File: src/rtl/mul_seq_pkg.sv
// Shared types and constants for the digit-serial multiplier sequencer.
package mul_seq_pkg;

    // Sequencer states: wait for operands, step through digit pairs, hold product
    typedef enum logic [1:0] {
        IDLE = 2'd0,
        RUN  = 2'd1,
        DONE = 2'd2
    } state_t;

    // Operand digit width and width of one digit-by-digit partial product
    localparam int DIG_W = 2;
    localparam int PP_W  = 4;

endpackage

File: src/rtl/mul_seq_ctrl_mul2x2.sv
// Combinational 2-bit x 2-bit unsigned multiplier; the one arithmetic core
// that the sequencer reuses for every digit pair.
module mul_seq_ctrl_mul2x2
    import mul_seq_pkg::*;
(
    input  logic [DIG_W-1:0] a,
    input  logic [DIG_W-1:0] b,
    output logic [PP_W-1:0]  p
);

    // Zero-extend both digits so the product keeps all four bits
    assign p = PP_W'(a) * PP_W'(b);

endmodule

File: src/rtl/mul_seq_ctrl.sv
// Digit-serial W x W unsigned multiplier built around a single 2x2 core,
// with valid/ready handshakes on the operand and product sides.
// Optional build macro: MUL_SEQ_ZERO_SKIP_EN -- when defined, an operand pair
// containing a zero goes straight to DONE with a zero product.
module mul_seq_ctrl
    import mul_seq_pkg::*;
#(
    parameter int W = 8
) (
    input  logic           clk,
    input  logic           rst_n,
    input  logic           in_valid,
    output logic           in_ready,
    input  logic [W-1:0]   in_a,
    input  logic [W-1:0]   in_b,
    output logic           out_valid,
    input  logic           out_ready,
    output logic [2*W-1:0] out_p,
    output logic           busy
);

    localparam int D     = W / DIG_W;
    localparam int IDX_W = (D > 1) ? $clog2(D) : 1;
    localparam int CNT_W = 2 * IDX_W;
    localparam int SH_W  = IDX_W + 2;
    localparam int P_W   = 2 * W;
    localparam logic [IDX_W-1:0] LAST_DIG = IDX_W'(D - 1);

    state_t            state;
    logic [W-1:0]      op_a;
    logic [W-1:0]      op_b;
    logic [P_W-1:0]    acc;
    logic [CNT_W-1:0]  cnt;

    logic [IDX_W-1:0]  dig_i;
    logic [IDX_W-1:0]  dig_j;
    logic [DIG_W-1:0]  a_dig;
    logic [DIG_W-1:0]  b_dig;
    logic [PP_W-1:0]   pp;
    logic [SH_W-1:0]   shamt;
    logic [P_W-1:0]    pp_shift;
    logic              zero_skip;

    // Counter high half walks multiplicand digits, low half walks multiplier digits
    assign dig_i = cnt[CNT_W-1:IDX_W];
    assign dig_j = cnt[IDX_W-1:0];

`ifdef MUL_SEQ_ZERO_SKIP_EN
    assign zero_skip = (in_a == '0) || (in_b == '0);
`else
    assign zero_skip = 1'b0;
`endif

    // Select the current digit pair and align its partial product
    always_comb begin
        // NOTE: every always_comb output gets a value on every path, so no latch is inferred.
        a_dig    = op_a[DIG_W*dig_i +: DIG_W];
        b_dig    = op_b[DIG_W*dig_j +: DIG_W];
        shamt    = (SH_W'(dig_i) + SH_W'(dig_j)) << 1;
        pp_shift = P_W'(pp) << shamt;
    end

    mul_seq_ctrl_mul2x2 u_mul2x2 (
        .a (a_dig),
        .b (b_dig),
        .p (pp)
    );

    // Sequencer FSM: accept operands, accumulate D*D partial products, hold result
    always_ff @(posedge clk or negedge rst_n) begin
        if (!rst_n) begin
            // NOTE: all state here is a handful of flops, so every register is reset and a
            // reset mid-operation leaves nothing behind.
            state <= IDLE;
            op_a  <= '0;
            op_b  <= '0;
            acc   <= '0;
            cnt   <= '0;
        end else begin
            // NOTE: sequential state uses non-blocking assignments so every branch reads
            // the pre-edge values of acc and cnt.
            case (state)
                IDLE: begin
                    if (in_valid) begin
                        op_a  <= in_a;
                        op_b  <= in_b;
                        acc   <= '0;
                        cnt   <= '0;
                        state <= zero_skip ? DONE : RUN;
                    end
                end
                RUN: begin
                    acc <= acc + pp_shift;
                    if (dig_j == LAST_DIG) begin
                        cnt <= {dig_i + IDX_W'(1), {IDX_W{1'b0}}};
                        if (dig_i == LAST_DIG) begin
                            state <= DONE;
                        end
                    end else begin
                        cnt <= {dig_i, dig_j + IDX_W'(1)};
                    end
                end
                DONE: begin
                    if (out_ready) begin
                        state <= IDLE;
                    end
                end
                default: state <= IDLE;
            endcase
        end
    end

    // Handshake flags come from the state register alone
    assign in_ready  = (state == IDLE);
    assign out_valid = (state == DONE);
    assign busy      = (state != IDLE);
    assign out_p     = acc;

endmodule

File: config.mk
export PLATFORM = sky130hd
export DESIGN_NAME = mul_seq_ctrl
export DESIGN_NICKNAME = d
export VERILOG_FILES = /design/src/rtl/mul_seq_pkg.sv /design/src/rtl/mul_seq_ctrl_mul2x2.sv /design/src/rtl/mul_seq_ctrl.sv
export SDC_FILE = /design/constraint.sdc
export NUM_CORES = 1
export LEC_CHECK = 0
export CAP_MARGIN = 40
export CORE_MARGIN = 10
export CORE_UTILIZATION = 27
export CTS_CLUSTER_DIAMETER = 50
export DETAILED_ROUTE_END_ITERATION = 6
export PLACE_DENSITY = 0.55
export SETUP_SLACK_MARGIN = 0.1
export SYNTH_ARGS = -nofsm -noshare
export SYNTH_HDL_FRONTEND = slang
export SYNTH_SLANG_ARGS = --single-unit
File: constraint.sdc
create_clock -name clk -period 4.9 [get_ports clk]
set_input_delay 0.98 -clock clk [delete_from_list [all_inputs] [get_ports clk]]
set_output_delay 0.98 -clock clk [all_outputs]
set_load 0.02 [all_outputs]
==> impl_metrics.tcl, run 1 <==
set metrics [dict create \
    run_status "complete, no violations" \
    crit_buf_inv 0 \
    synth_edf_count 0 \
    drive_above_1_share_pct 15.4 \
    ios 39 \
    drt_iter0_drc 100 \
    timing.slew.headroom_pct 61.5 \
    cap_viol_max_count 0 \
    required_ps 5050 \
    cp_cell_sequence "mux4_2 > and2_1 > ha_1 > ha_1 > nor2b_1 > a31oi_1 > nor2_1 > ha_1 > o211ai_1 > o21ai_2 > a31o_4 > a21oi_1 > xor2_1 > o22ai_1" \
    yosys_warnings 0 \
    avgSynthCellArea_um2 10.0 \
    final_max_slew_viol_count 0 \
    synth.distinct_cells 49 \
    setup_viol 0 \
    cts_buffers 5 \
    gr-usage-all-layers_pct 9.18 \
    grt_antenna_before_repair 0 \
    htree_levels 2 \
    syn-num-nets 301 \
    drc 0 \
    rsz0062_at_grt "no" \
    ctsResizeCount 0 \
    portBuffers 38 \
    fin_nets 339 \
    initial_core_util_pct 27.9 \
    grt_pass1_wl_um 10700 \
    routed.top_layer "met4" \
    startpoint_type "flop" \
    cts_buffer_depth 2 \
    p_per_area_mw_per_mm2 712 \
    wirelength_met1_um 3070 \
    syn_area_mm2 0.00259 \
    yosysSeqAreaShare_pct 36.7 \
    end_kind "flop" \
    die_h_um 118 \
    grt_pass1_vias 2075 \
    path_clk_slew_ps 90 \
    grt_max_degree 23 \
    cp_common_cell "ha_1" \
    fp.dieW_um 118 \
    die-area_mm2 0.0139 \
    fin_skew_ps 11.3 \
    via_count 2025 \
    cts_tree "built" \
    ys_async_sr_fraction_pct 100 \
    tns_ps 0 \
    syn_inst 259 \
    worstMarginPinSlew_ps 575 \
    mostFrequentLayoutCells "38 x dfrtp_1, 37 x clkdlybuf4s50_1, 30 x nand2_1, 20 x ha_1, 16 x mux2_2" \
    clock_sinks 38 \
    drtAntennaViolNets 0 \
    gp_congestion 0.846 \
    rows 35 \
    cts_hold_buffers 0 \
    cts_root_buffer "clkbuf_8" \
    hold_viol 0 \
    p_leak_uw 0.00139 \
    crit_type "reg2reg" \
    layout_commonest_cell "dfrtp_1" \
    wl_met2_um 2980 \
    wl_per_cell_um 14.9 \
    arrival_ps 3970 \
    area_delta_synth_final_pct 26.9 \
    max_stage_delay_ps 550 \
    routed_via_density 4.74 \
    synthFlopType "dfrtp_1" \
    core_mm2 0.00928 \
    ir_drop_v 0.000276 \
    slowest_stage "mux4_2" \
    cts_setup_buffers 0 \
    ys_seq_elements 38 \
    firstDrtPassIters 4 \
    fin_crit_sh_pct 77.8 \
    clkLatencyLatePin_ps 290 \
    finalPower_uw 2340 \
    grt_overflow 0 \
    wl_met3_um 262 \
    cpLargestDelayFamily "compound AO/OA/AOI/OAI gates" \
    period_minus_slack_ps 3810 \
    drt-total-wl_um 6360 \
    path_max_fanout 6 \
    diodes 0 \
    hpwl_um 5160 \
    max_freq_ghz 0.262 \
    holdCritPathClass "reg2reg" \
]
[power by group]
group | internal (µW) | leakage, µW | switching (µW) | total [µW]
Clock | 204 | 0.0000683 | 120 | 324
Sequential | 465 | 0.000467 | 121 | 586
Combinational | 660 | 0.000859 | 768 | 1430
Total | 1330 | 0.00139 | 1010 | 2340
[metal layers]
| metal | up-vias | global-route usage, % |
|---|---|---|
| met3 | 2 | 2.64 |
| li1 | 1009 | - |
| met1 | 972 | 11.7 |
| met4 | 0 | 2.32 |
| met5 | - | 0 |
| met2 | 42 | 14.8 |
[synth_stat cells, types with 4 or more instances]
| cell type | n | area [µm²] |
|---|---|---|
| mux2_2 | 16 | 180 |
| o21ai_1 | 6 | 30.0 |
| a21o_1 | 5 | 37.5 |
| a21oi_1 | 13 | 65.1 |
| nor2_1 | 15 | 56.3 |
| clkbuf_1 | 8 | 30.0 |
| nand2b_1 | 5 | 31.3 |
| buf_2 | 4 | 20.0 |
| and3_1 | 4 | 25.0 |
| mux4_2 | 4 | 90.1 |
| xnor2_1 | 6 | 52.6 |
| o22ai_1 | 10 | 62.6 |
| ha_1 | 20 | 250 |
| inv_1 | 11 | 41.3 |
| dfrtp_1 | 38 | 951 |
| o21ai_0 | 7 | 35.0 |
| and2_1 | 5 | 31.3 |
| nand2_1 | 30 | 113 |
| a31oi_1 | 5 | 31.3 |
| nor2b_1 | 5 | 31.3 |
| xor2_1 | 7 | 61.3 |
[cell families after synthesis]
logic type,count (synthesis),share of synthesized area [%]
AO/OA/AOI/OAI,67,19.1
XOR/XNOR,14,5.02
adder cells (fa/ha/maj),22,11.2
buffers and inverters,23,3.53
flip-flops,38,36.7
multiplexers,21,10.8
AND/OR/NAND/NOR,74,13.6
[stage by stage]
stage / cells / setup WS [ps] / area (µm²) / hold slack (ps) / utilization (%)
finish: 427 / 1090 / 3290 / 514 / 35.4
CTS: 427 / 1100 / 3290 / 519 / 35.4
global route: 427 / 801 / 3290 / 528 / 35.4
detailed placement: 419 / 1100 / 3150 / 500 / 33.9
global placement: 415 / 1230 / 3080 / 501 / 33.2
floorplan: 259 / 1440 / 2590 / 475 / -
[worst register-to-register path, cell delays in order, from the launching register on]
cell and delay, ps:
dfrtp_1 490, mux4_2 550, and2_1 170, ha_1 190
ha_1 300, nor2b_1 140, a31oi_1 340, nor2_1 90
ha_1 340, o211ai_1 210, o21ai_2 130, a31o_4 280
a21oi_1 190, xor2_1 160, o22ai_1 90
[final timing paths]
check | end | depth (start not counted) | slack (ps) | from
worst max-delay path | out_p[11] | 14 | 1090 | cnt[0]
worst min-delay path | op_b[2] | 1 | 510 | op_b[2]
worst max register to register | out_p[11] | 14 | 1090 | cnt[0]
worst min register to register | op_b[2] | 1 | 510 | op_b[2]
max in group asynchronous | out_p[3] | 2 | 3810 | rst_n
min in group asynchronous | op_a[6] | 1 | 620 | rst_n
[final cells by class]
cell class	instances	area (µm²)
sequential	38	951
tap	129	161
clock buffer	5	68.8
clock inverter	3	68.8
multi-input combinational	198	1550
inverter	11	41.3
timing repair buffer	43	448
fill	1005	6000
[registers in the layout, indices dropped and copies added, names as in the netlist]
name,cells
out_p,16
state,2
cnt,4
op_b,8
op_a,8
Power figures use the tool's default switching activity.
==> run 2: changes to the inputs <==
- PLACE_DENSITY: 0.55 -> 0.56
- clock period: 4.9 -> 3.5 ns (I/O delays scaled with it)
==> run 2 against run 1 <==
Net effect: non-clock buffer count rose by 26; cell area rose by 16%; count of clock-buffer cells in the layout did not move; register-to-register slack got worse by 960 ps; critical path depth rose by 1; worst setup slack got worse by 960 ps; sequential power rose by 42%; sequential share of layout area fell by 4.0 points; power rose by 82%; largest cell class unchanged; largest power group unchanged; highest routed layer unchanged.
==> impl_metrics.tcl, run 2 (synthesized netlist as in run 1, its figures left out) <==
set metrics [dict create \
    run_status "complete, no violations" \
    final_cells 453 \
    portBuffers 38 \
    drt-total-wl_um 7160 \
    hpwl_um 5100 \
    cts_tree "built" \
    ios 39 \
    cts_root_buffer "clkbuf_8" \
    firstDrtPassIters 4 \
    fin_nets 365 \
    grt_overflow 0 \
    mostFrequentLayoutCells "37 x clkdlybuf4s50_1, 36 x dfrtp_1, 29 x nand2_1, 26 x buf_4, 16 x mux2_2" \
    fp.dieW_um 118 \
    gr-usage-all-layers_pct 9.80 \
    end_kind "flop" \
    startpoint_type "flop" \
    drtAntennaViolNets 0 \
    period_minus_slack_ps 3370 \
    clkLatencyLatePin_ps 300 \
    grt_pass1_vias 2339 \
    gp_congestion 0.899 \
    cts_buffer_depth 2 \
    drc 0 \
    fin_crit_sh_pct 96.3 \
    nFillCells 928 \
    grt_antenna_before_repair 0 \
    drt_iter0_drc 84 \
    cap_viol_max_count 0 \
    setup_viol 0 \
    layout_commonest_cell "clkdlybuf4s50_1" \
    dp.cells 435 \
    crit_type "reg2reg" \
    clock_sinks 38 \
    fin_skew_ps 4.60 \
    rsz0062_at_grt "yes" \
    grt_pass1_wl_um 11500 \
    ff2ff_path_depth 15 \
    holdCritPathClass "in2async" \
    p_leak_uw 0.00153 \
    initial_core_util_pct 27.9 \
    die_h_um 118 \
    largest_register_ffs 16 \
    drive_above_1_share_pct 38.3 \
    path_clk_slew_ps 90 \
    via_count 2185 \
    die-area_mm2 0.0139 \
    arrival_ps 3550 \
    rrSetupSlack_ps 130 \
    area_delta_synth_final_pct 47.6 \
    cts_buffers 5 \
    max_freq_ghz 0.297 \
    core_mm2 0.00928 \
    path_max_fanout 3 \
    rows 35 \
    hold_viol 0 \
    ir_drop_v 0.000390 \
    timing.slew.headroom_pct 60.2 \
    diodes 0 \
    cts_hold_buffers 0 \
    p_per_area_mw_per_mm2 1110 \
    tns_ps 0 \
    grt_max_degree 30 \
    routed_via_density 4.82 \
    htree_levels 2 \
    finalPower_uw 4250 \
    final_max_slew_viol_count 0 \
    r2r_start "cnt[2]" \
    r2r-end "out_p[14]" \
    required_ps 3680 \
    wl_per_cell_um 15.8 \
    worstMarginPinSlew_ps 595 \
]
-- run 2: cell types whose count changed in the layout (fill, tap and decap cells not counted), sizes merged --
cell | before | now
bufinv | 2 | 1
clkinvlp | 0 | 2
clkinv | 1 | 0
buf | 6 | 32
-- run 2: what timing repair did --
action | 4_1_cts | 5_1_grt
pin swaps | 11 | 20
setup endpoints to repair | 9 | 10
gates resized for setup | 16 | 55
buffers inserted | 4 | 6
hold endpoints to repair | 0 | 0
-- run 2: layer usage --
layer	wire (µm)	global-route usage (%)	vias to the layer above
met5	0	0	-
met4	130	2.94	0
met3	350	2.49	12
met2	3570	16.7	46
met1	3110	11.8	1067
li1	-	-	1060
-- run 2: area by class of cell --
cell class / instances / area, µm² / share of cell area [%]
multi-input combinational: 198 / 1910 / 49.9
sequential: 38 / 953 / 24.9
timing repair buffer: 69 / 647 / 16.9
tap: 129 / 161 / 4.22
clock buffer: 5 / 68.8 / 1.80
clock inverter: 3 / 45.0 / 1.18
inverter: 11 / 41.3 / 1.08
-- run 2: power by group --
| part | leakage (µW) | internal [µW] | switching, µW | total (µW) |
|---|---|---|---|---|
| registers | 0.000465 | 653 | 180 | 833 |
| logic | 0.00101 | 1540 | 1470 | 3020 |
| clock network | 0.0000504 | 212 | 185 | 397 |
| total | 0.00153 | 2410 | 1840 | 4250 |
-- run 2: metrics by stage --
step	setup WS, ps	hold slack (ps)	area [µm²]	util [%]
global placement	-67.8	486	3240	34.9
global route	-5.42	365	3820	41.2
detailed placement	-73.9	496	3280	35.4
CTS	90.1	356	3490	37.6
floorplan	100	404	2610	-
finish	129	347	3820	41.2
-- run 2: worst max-delay path, stage by stage, from the launching register on --
cell	delay, ps
dfrtp_2	420
mux4_2	540
and2_4	190
ha_4	150
ha_4	230
nor2b_4	130
a31oi_4	210
buf_6	160
nor2_4	40
ha_4	160
a21o_1	160
a21o_1	160
a221o_1	330
a21oi_2	140
xor2_1	150
o21ai_1	70
-- run 2: worst max-delay path by stage --
stage / startpoint / cells past startpoint / slack, ps / end
final: cnt[2] / 15 / 130 / out_p[14]
after global routing: cnt[2] / 16 / -5 / out_p[12]
after CTS: cnt[2] / 15 / 90 / out_p[13]
after detailed placement: cnt[2] / 15 / -70 / out_p[14]
after global placement: cnt[2] / 15 / -70 / out_p[14]
after floorplan: cnt[2] / 14 / 100 / out_p[10]
==> run 3: changes to the inputs <==
- SLEW_MARGIN: not set -> 5
==> results of run 3 <==
Final layout, timing and power as in run 2 (identical DEF).
